[src/rtl/controle_exibicao_leds_pkg.sv]
// Shared definitions for the LED sequence player: FSM encoding, one-hot colour
// codes and default dwell times.
package controle_exibicao_leds_pkg;

    typedef enum logic [2:0] {
        INICIAL = 3'd0,
        CARREGA = 3'd1,
        ACESO   = 3'd2,
        APAGADO = 3'd3,
        FIM     = 3'd4
    } estado_t;

    localparam logic [3:0] COR_VERDE    = 4'b1000;
    localparam logic [3:0] COR_AMARELO  = 4'b0100;
    localparam logic [3:0] COR_AZUL     = 4'b0010;
    localparam logic [3:0] COR_VERMELHO = 4'b0001;
    localparam logic [3:0] COR_APAGADO  = 4'b0000;

    localparam int ADDR_W_PADRAO = 4;
    localparam int CNT_W_PADRAO  = 16;
    localparam int T_ON_PADRAO   = 500;
    localparam int T_OFF_PADRAO  = 250;

endpackage

[src/rtl/controle_exibicao_leds_if.sv]
// Bus between the sequence player, the game controller, the sequence RAM and
// the one-hot->RGB converter.
interface controle_exibicao_leds_if #(
    parameter int ADDR_W = 4
);
    // Handshake: iniciar is a request that is accepted only while exibindo=0;
    // it is dropped silently otherwise. pronto is a single-cycle completion
    // pulse with no back-pressure. dado_mem must be valid combinationally for
    // the current endereco in the same cycle.
    logic              iniciar;
    logic [ADDR_W-1:0] limite;
    logic [3:0]        dado_mem;
    logic [ADDR_W-1:0] endereco;
    logic [3:0]        codigo;
    logic              exibindo;
    logic              pronto;
    logic              erro_codigo;

    modport master (
        output iniciar, limite, dado_mem,
        input  endereco, codigo, exibindo, pronto, erro_codigo
    );

    modport slave (
        input  iniciar, limite, dado_mem,
        output endereco, codigo, exibindo, pronto, erro_codigo
    );
endinterface

[src/rtl/controle_exibicao_leds_contador_tempo.sv]
// Dwell timer: counts while enabled, flags the cycle in which it sits on the
// terminal value so the owner can clear it and move on.
module contador_tempo #(
    parameter int CNT_W = 16
) (
    input  logic             clock,
    input  logic             reset,
    input  logic             limpa,
    input  logic             habilita,
    input  logic [CNT_W-1:0] terminal,
    output logic             fim
);
    logic [CNT_W-1:0] valor;

    always_ff @(posedge clock) begin
        if (reset || limpa) begin
            valor <= '0;
        end else if (habilita) begin
            valor <= valor + CNT_W'(1);
        end
    end

    assign fim = habilita && (valor == terminal);

endmodule

[src/rtl/controle_exibicao_leds.sv]
// Plays the stored colour sequence on the RGB LED: each code lit for T_ON
// cycles followed by T_OFF blank cycles, from address 0 up to the latched limit.
module controle_exibicao_leds
    import controle_exibicao_leds_pkg::*;
#(
    parameter int ADDR_W = ADDR_W_PADRAO,
    parameter int CNT_W  = CNT_W_PADRAO,
    parameter int T_ON   = T_ON_PADRAO,
    parameter int T_OFF  = T_OFF_PADRAO
) (
    input  logic                     clock,
    input  logic                     reset,
    controle_exibicao_leds_if.slave  bus,
    output estado_t                  estado
);

    if (T_ON < 1 || longint'(T_ON) >= (longint'(1) << CNT_W)) begin : g_t_on_invalido
        $error("T_ON out of range for CNT_W");
    end
    if (T_OFF < 1 || longint'(T_OFF) >= (longint'(1) << CNT_W)) begin : g_t_off_invalido
        $error("T_OFF out of range for CNT_W");
    end

    function automatic logic eh_one_hot(input logic [3:0] c);
        return $onehot(c);
    endfunction

    logic [ADDR_W-1:0] limite_reg;
    logic [CNT_W-1:0]  terminal;
    logic              em_contagem;
    logic              limpa;
    logic              fim_tempo;

    // The timer only runs in the two dwell states and restarts from zero at
    // every terminal hit, so each dwell phase sees a fresh count.
    assign em_contagem = (estado == ACESO) || (estado == APAGADO);
    assign terminal    = (estado == ACESO) ? CNT_W'(T_ON - 1) : CNT_W'(T_OFF - 1);
    assign limpa       = !em_contagem || fim_tempo;

    contador_tempo #(
        .CNT_W (CNT_W)
    ) u_contador_tempo (
        .clock    (clock),
        .reset    (reset),
        .limpa    (limpa),
        .habilita (em_contagem),
        .terminal (terminal),
        .fim      (fim_tempo)
    );

    always_ff @(posedge clock) begin
        if (reset) begin
            estado          <= INICIAL;
            limite_reg      <= '0;
            bus.endereco    <= '0;
            bus.codigo      <= COR_APAGADO;
            bus.exibindo    <= 1'b0;
            bus.pronto      <= 1'b0;
            bus.erro_codigo <= 1'b0;
        end else begin
            bus.pronto <= 1'b0;
            case (estado)
                INICIAL: begin
                    if (bus.iniciar) begin
                        estado          <= CARREGA;
                        limite_reg      <= bus.limite;
                        bus.endereco    <= '0;
                        bus.erro_codigo <= 1'b0;
                        bus.exibindo    <= 1'b1;
                    end
                end
                CARREGA: begin
                    // A corrupt code is blanked rather than forwarded, so the
                    // converter never sees two colours at once.
                    if (eh_one_hot(bus.dado_mem)) begin
                        bus.codigo <= bus.dado_mem;
                    end else begin
                        bus.codigo      <= COR_APAGADO;
                        bus.erro_codigo <= 1'b1;
                    end
                    estado <= ACESO;
                end
                ACESO: begin
                    if (fim_tempo) begin
                        bus.codigo <= COR_APAGADO;
                        estado     <= APAGADO;
                    end
                end
                APAGADO: begin
                    if (fim_tempo) begin
                        if (bus.endereco == limite_reg) begin
                            estado <= FIM;
                        end else begin
                            bus.endereco <= bus.endereco + ADDR_W'(1);
                            estado       <= CARREGA;
                        end
                    end
                end
                FIM: begin
                    bus.pronto   <= 1'b1;
                    bus.exibindo <= 1'b0;
                    estado       <= INICIAL;
                end
                default: begin
                    estado <= INICIAL;
                end
            endcase
        end
    end

endmodule

[src/flat_wrapper.sv]
// flat-port wrapper written by rule: the top's interface ports become plain ports
module controle_exibicao_leds_flat import controle_exibicao_leds_pkg::*;
#(
    parameter int ADDR_W = ADDR_W_PADRAO,
    parameter int CNT_W  = CNT_W_PADRAO,
    parameter int T_ON   = T_ON_PADRAO,
    parameter int T_OFF  = T_OFF_PADRAO
)
  (clock, reset, estado, bus_iniciar, bus_limite, bus_dado_mem, bus_endereco, bus_codigo, bus_exibindo, bus_pronto, bus_erro_codigo);
  controle_exibicao_leds_if #(.ADDR_W(ADDR_W)) bus_i ();
  input  logic clock;
  input  logic reset;
  output estado_t estado;
  input wire logic [$bits(bus_i.iniciar)-1:0] bus_iniciar;
  input wire logic [$bits(bus_i.limite)-1:0] bus_limite;
  input wire logic [$bits(bus_i.dado_mem)-1:0] bus_dado_mem;
  output wire logic [$bits(bus_i.endereco)-1:0] bus_endereco;
  output wire logic [$bits(bus_i.codigo)-1:0] bus_codigo;
  output wire logic [$bits(bus_i.exibindo)-1:0] bus_exibindo;
  output wire logic [$bits(bus_i.pronto)-1:0] bus_pronto;
  output wire logic [$bits(bus_i.erro_codigo)-1:0] bus_erro_codigo;
  assign bus_i.iniciar = bus_iniciar;
  assign bus_i.limite = bus_limite;
  assign bus_i.dado_mem = bus_dado_mem;
  assign bus_endereco = bus_i.endereco;
  assign bus_codigo = bus_i.codigo;
  assign bus_exibindo = bus_i.exibindo;
  assign bus_pronto = bus_i.pronto;
  assign bus_erro_codigo = bus_i.erro_codigo;
  controle_exibicao_leds #(.ADDR_W(ADDR_W), .CNT_W(CNT_W), .T_ON(T_ON), .T_OFF(T_OFF)) u_core (.clock(clock), .reset(reset), .bus(bus_i), .estado(estado));
endmodule
[config.mk]
export PLATFORM = sky130hd
export DESIGN_NAME = controle_exibicao_leds_flat
export DESIGN_NICKNAME = d
export VERILOG_FILES = /design/src/rtl/controle_exibicao_leds_pkg.sv /design/src/rtl/controle_exibicao_leds_if.sv /design/src/rtl/controle_exibicao_leds_contador_tempo.sv /design/src/rtl/controle_exibicao_leds.sv /design/src/flat_wrapper.sv
export SDC_FILE = /design/constraint.sdc
export NUM_CORES = 1
export LEC_CHECK = 0
export BUFFER_PORTS_ARGS = -buffer_cell sky130_fd_sc_hd__buf_2
export CORE_MARGIN = 1.5
export CORE_UTILIZATION = 50
export DETAILED_ROUTE_END_ITERATION = 7
export PLACE_DENSITY = 0.75
export SYNTH_ARGS = -nofsm -noshare
export SYNTH_HDL_FRONTEND = slang
export SYNTH_SLANG_ARGS = --single-unit
[constraint.sdc]
create_clock -name clock -period 1.9 [get_ports clock]
set_input_delay 0.19 -clock clock [delete_from_list [all_inputs] [get_ports clock]]
set_output_delay 0.19 -clock clock [all_outputs]
set_load 0.01 [all_outputs]
# Word level (Yosys, flattened, before mapping)
# Index checks and enable logic that the tools add are counted.
[classes] addsub=5 n_reduce_logical=16 n_eq_ne=12 muxes=19
[ops] op="two-way mux 4 bit" count=5
[ops] op="adder 16 x 1 -> 16 bit (second input constant)" count=1
[ops] op="equality test 16 bit" count=1
[ops] op="one-hot mux 4 bit (2 select lines)" count=2
[ops] op="two-way mux 3 bit" count=4
[ops] op="one-hot mux 3 bit (4 select lines)" count=1
[ops] op="two-way mux 9 bit" count=1
[ops] op="nonzero test 2 bit" count=4
[ops] op="equality test 3 x 1 -> 1 bit (second input constant)" count=2
[ops] op="equality test 3 x 2 -> 1 bit (second input constant)" count=2
[ops] op="!= test 2 bit (second input constant)" count=3
[ops] op="AND reduction 2 bit" count=3
[ops] op="AND reduction 3 bit" count=2
[ops] op="adder 1 x 1 -> 2 bit" count=2
[ops] op="adder 4 x 1 -> 4 bit (second input constant)" count=1
[ops] op="equality test 4 bit" count=1
[ops] op="two-way mux 1 bit" count=4
[ops] op="!= test 2 x 1 -> 1 bit (second input constant)" count=2
[ops] op="one-hot mux 1 bit (2 select lines)" count=2
[ops] op="AND reduction 4 bit" count=1
[ops] op="adder 3 bit" count=1
[ops] op="equality test 3 bit (second input constant)" count=1
[ops] op="zero test 3 bit" count=1
[ops] op="logical OR 1 bit" count=3
[ops] op="other kinds (2)" count=2
[word_totals] inputBits=11 reg_bits=34

# Longest topological paths before layout
[logic_depth] word_depth=6 depth_mapped=9

# Hierarchy
# From an unflattened synthesis, not the netlist that was laid out.
[unflattened] cells_unflattened=211 area_unflattened_um2=1921.8
[by_module_without_submodules] module="controle_exibicao_leds" area_per_inst_um2=968.4 cells_each=106 n_inst=1
[by_module_without_submodules] module="contador_tempo" area_per_inst_um2=953.4 cells_each=105 n_inst=1

# Worst setup path before layout
# No wires, ideal clock.
[synth_timing] path_kind="reg-to-reg" startpoint="register u_core.estado[2]" endpoint="register u_core.bus.endereco[3]" n_path_buf=3 stages_incl_launch_ff=9 setup_slack_ps=2 setup_time_ps=58 required_time_ps=1842 period_less_slack_ps=1898 arrival_ps=1840 cell_sequence="dfxtp_1 -> buf_6 -> or3b_1 -> buf_2 -> mux2i_2 -> or2_1 -> buf_6 -> nor4_1 -> a211o_1"
[synth_between] elab_chain_cells=6
[synth_rtl] element="from (decl)" line="controle_exibicao_leds.sv:14" rtl="output estado_t estado"
[synth_rtl] element="from (signal assigned)" line="controle_exibicao_leds.sv:53" rtl="estado <= INICIAL;"
[synth_rtl] element="from (signal assigned)" line="controle_exibicao_leds.sv:65" rtl="estado <= CARREGA;"
[synth_rtl] element="from (signal assigned)" line="controle_exibicao_leds.sv:81" rtl="estado <= ACESO;"
[synth_rtl] element="equality test 3 x 2 -> 1 bit" line="controle_exibicao_leds.sv:36, controle_exibicao_leds.sv:37"
[synth_rtl] element="two-way mux 9 bit" line="controle_exibicao_leds.sv:37" rtl="assign terminal = (estado == ACESO) ? CNT_W'(T_ON - 1) : CNT_W'(T_OFF - 1);"
[synth_rtl] element="equality test 16 bit" line="controle_exibicao_leds_contador_tempo.sv:23" rtl="assign fim = habilita && (valor == terminal);"
[synth_rtl] element="logical AND 1 bit" line="controle_exibicao_leds_contador_tempo.sv:23"
[synth_rtl] element="!= test 2 x 1 -> 1 bit (no line)"
[synth_rtl] element="AND reduction 4 bit (no line)"
[synth_rtl] element="to (signal assigned)" line="controle_exibicao_leds.sv:94" rtl="bus.endereco <= bus.endereco + ADDR_W'(1);"
[synth_rtl] element="to (decl)" line="controle_exibicao_leds_if.sv:26" rtl="output endereco, codigo, exibindo, pronto, erro_codigo"
# Several ways; a longest one is shown, not always the timed one.
# A chain may end at the register's enable or synchronous reset.

# Worst setup path after layout
# Ends and elaborated chain as after synthesis.

==> flow_summary.toml <==
[sta]
layout_min_cycle_time_ps = 1730
slew_headroom = 0.716
tightest_slew_ps = 424
max_freq_ghz = 0.579
slew_violations = 0
fin_crit_sh = 0.908
rsz0062_at_grt = "no"
finalSetupViolations = 0
finClkSkew_ps = 6.40
tns_ps = 0
hold_viol = 0

[clock_tree]
hold_buffers = 0
cts_resized = 0
cts_made_buffers = 5
clk_latency_ps = 340
path_clk_slew_ps = 90
cts_setup_buffers = 0
htreeDepth = 2
clock_path_buffers = 2
root_buffer = "clkbuf_4"
clock_sinks = 34
cts_tree = "done"

[place]
gp_congestion = 0.870
dp.cells = 257
port_buffers = 24
hpwl_mm = 2.52

[hold_path]
whs_path_depth = 3
min_to = "u_core.limite_reg[1]"
min_from = "bus_limite[1]"
hold_class = "in -> reg"

[setup_path]
endpoint_kind = "register"
crit_slowest_cell = "or3b_1"
r2r-end = "u_core.bus.endereco[3]"
arrival_ps = 1960
reg2reg_from = "u_core.estado[2]"
reg2reg_slack_ps = 170
critPathKind = "reg -> reg"
path_cells = "or3b_1, mux2i_2, buf_4, o311a_1, a211o_1"
max_stage_delay_ps = 430
crit_path_start_kind = "register"
cp_max_fo = 3
critical-path-top-delay-family = "compound AO/OA/AOI/OAI gates"
critPathBufInv = 1
r2r_cells = 5
required_ps = 2140

[final_layout]
fillers = 290
area_delta_synth_final_pct = 14.9
final_nets = 237
antennaDiodeCount = 0
multi_input_comb_area_um2 = 918
seq_area_um2 = 681
largest_reg_flops = 16
finalNonFillerCells = 264
final_layout_size_suffix_gt1_frac = 0.214
regMostFlops = "u_core.u_contador_tempo.valor"

[drt]
ant_nets = 0
vias_per_cell = 5.34
wl_mm = 3.40
drc = 0
first_pass_iters = 4
drt_iter0_drc = 50
avgRoutedWirePerCell_um = 12.9
via_count = 1409

[power]
p_int_mw = 0.952
max-vdd-ir-drop_uv = 488
power_frac_comb = 0.143
p_leak_nw = 0.755
switchingPower_mw = 0.345
sequentialPowerShare = 0.573
p_per_area_nw_per_um2 = 674
p_clk_frac = 0.284
switching_share = 0.266

[global_route]
grt_pass1_vias = 1318
grt_max_degree = 19
antenna_found_initial = 0
track_usage = 0.208
overflow = 0
grt_pass1_wl_mm = 5.66

[yosys]
synth.distinct_cells = 43
synthArstFlopShare = 0
synth_seq_cells = 34
netlist.area_leader.share = 0.406
syn_avg_cell_area_um2 = 8.96
synth-main-ff-cell = "dfxtp_1"
synth_top_area_cell = "dfxtp_1"
yosys_warnings = 0
synthCells = 187
synth_area_leaders = "dfxtp_1 41%, nor2_1 6.7%, xor2_1 5.2%"
yosysMostFrequentCell = "dfxtp_1"
syn_area_um2 = 1680
yosysSeqAreaShare = 0.406
synthTopCellsByCount = "34 x dfxtp_1, 30 x nor2_1, 10 x nand2_1, 10 x xor2_1"
synth-edff-count = 0
synth_nets = 204

[floorplan]
die_x_um = 60.9
start_util = 0.536
ioPinCount = 25
die_h_um = 60.9
die_area_um2 = 3710
core_area_um2 = 3130
fp-row-count = 20

[job]
maxCapViolations = 0

[status]
status = "finished, final reports clean"
-- final cells by class --
class / count / share of cell area
inverters: 6 / 0.0117
repair buffers: 35 / 0.105
flip-flops and latches: 34 / 0.354
well taps: 44 / 0.0286
clock buffers: 7 / 0.0234
multi-input cells: 138 / 0.477
-- worst max-delay path by stage --
stage | startpoint | end | slack (ps) | cells after the start
5_1_grt | u_core.u_contador_tempo.valor[13] | u_core.bus.endereco[0] | 40 | 6
4_1_cts | u_core.estado[2] | u_core.bus.endereco[2] | 80 | 5
2_1_floorplan | u_core.estado[2] | u_core.bus.endereco[3] | 2 | 8
3_3_place_gp | bus_dado_mem[0] | u_core.bus.codigo[0] | 90 | 9
3_5_place_dp | bus_dado_mem[0] | u_core.bus.codigo[3] | 60 | 9
6_report | u_core.estado[2] | u_core.bus.endereco[3] | 170 | 5
-- worst min-delay path: cells and delay by family --
kind	cells	cell delay (ps)
buf+inv	1	70
mux	1	50
simple gates	1	70
-- stage by stage --
stage / worst slack, ps / hold WS (ps) / cell area, um2 / util / power [mW]
after floorplan: 2.25 / 326 / 1680 / - / 0.889
after global placement: 93.4 / 427 / 1870 / 0.599 / 0.939
after detailed placement: 63.9 / 438 / 1870 / 0.599 / 0.946
after CTS: 81.9 / 85.0 / 1920 / 0.614 / 1.31
after global routing: 35.9 / 97.0 / 1920 / 0.615 / 1.37
final: 174 / 89.7 / 1920 / 0.615 / 1.30
-- cell usage in the layout, fill, tap and decap left out, drive strengths merged --
cell and count:
a21o 1, a211oi 2, o21ai 4, nor2 30, xnor2 8, o311a 1, and4 1, nor4 3
a211o 2, or3b 2, nand2b 2, dfxtp 34, and3 2, buf 35, fa 1, nand4b 1
inv 6, and2b 1, nor3 4, a21bo 1, or2 1, nand3 9, nor4b 3, a31oi 2
and2 1, and3b 1, o21a 1, a21oi 9, a311oi 1, nand2 10, nand3b 2, nor3b 2
o211ai 4, mux2i 5, nand4 6, xor2 10, clkbuf 7, ha 5
-- logic make-up after synthesis --
| kind of cell | synth area share |
|---|---|
| AOI/OAI and AO/OA | 0.110 |
| muxes | 0.0321 |
| adders and majority gates | 0.0493 |
| DFF | 0.406 |
| and+or+nand+nor | 0.260 |
| xor gates and xnor gates | 0.0941 |
| buffers and inverters | 0.0485 |
-- layer usage --
| metal | wire length [um] | GRT usage | up-vias |
|---|---|---|---|
| li1 | - | - | 724 |
| met1 | 1490 | 0.239 | 663 |
| met2 | 1740 | 0.358 | 17 |
| met3 | 111 | 0.0725 | 5 |
| met4 | 53 | 0.0745 | 0 |
| met5 | 0 | 0 | - |
-- power groups by stage --
stage	Sequential (mW)	Clock (mW)	Combinational [mW]
final	0.744	0.368	0.186
after CTS	0.744	0.378	0.186
after global routing	0.746	0.419	0.206
after detailed placement	0.760	0	0.186
after global placement	0.760	0	0.180
after floorplan	0.769	0	0.120
Note: power is estimated with default switching activity, not from simulation.
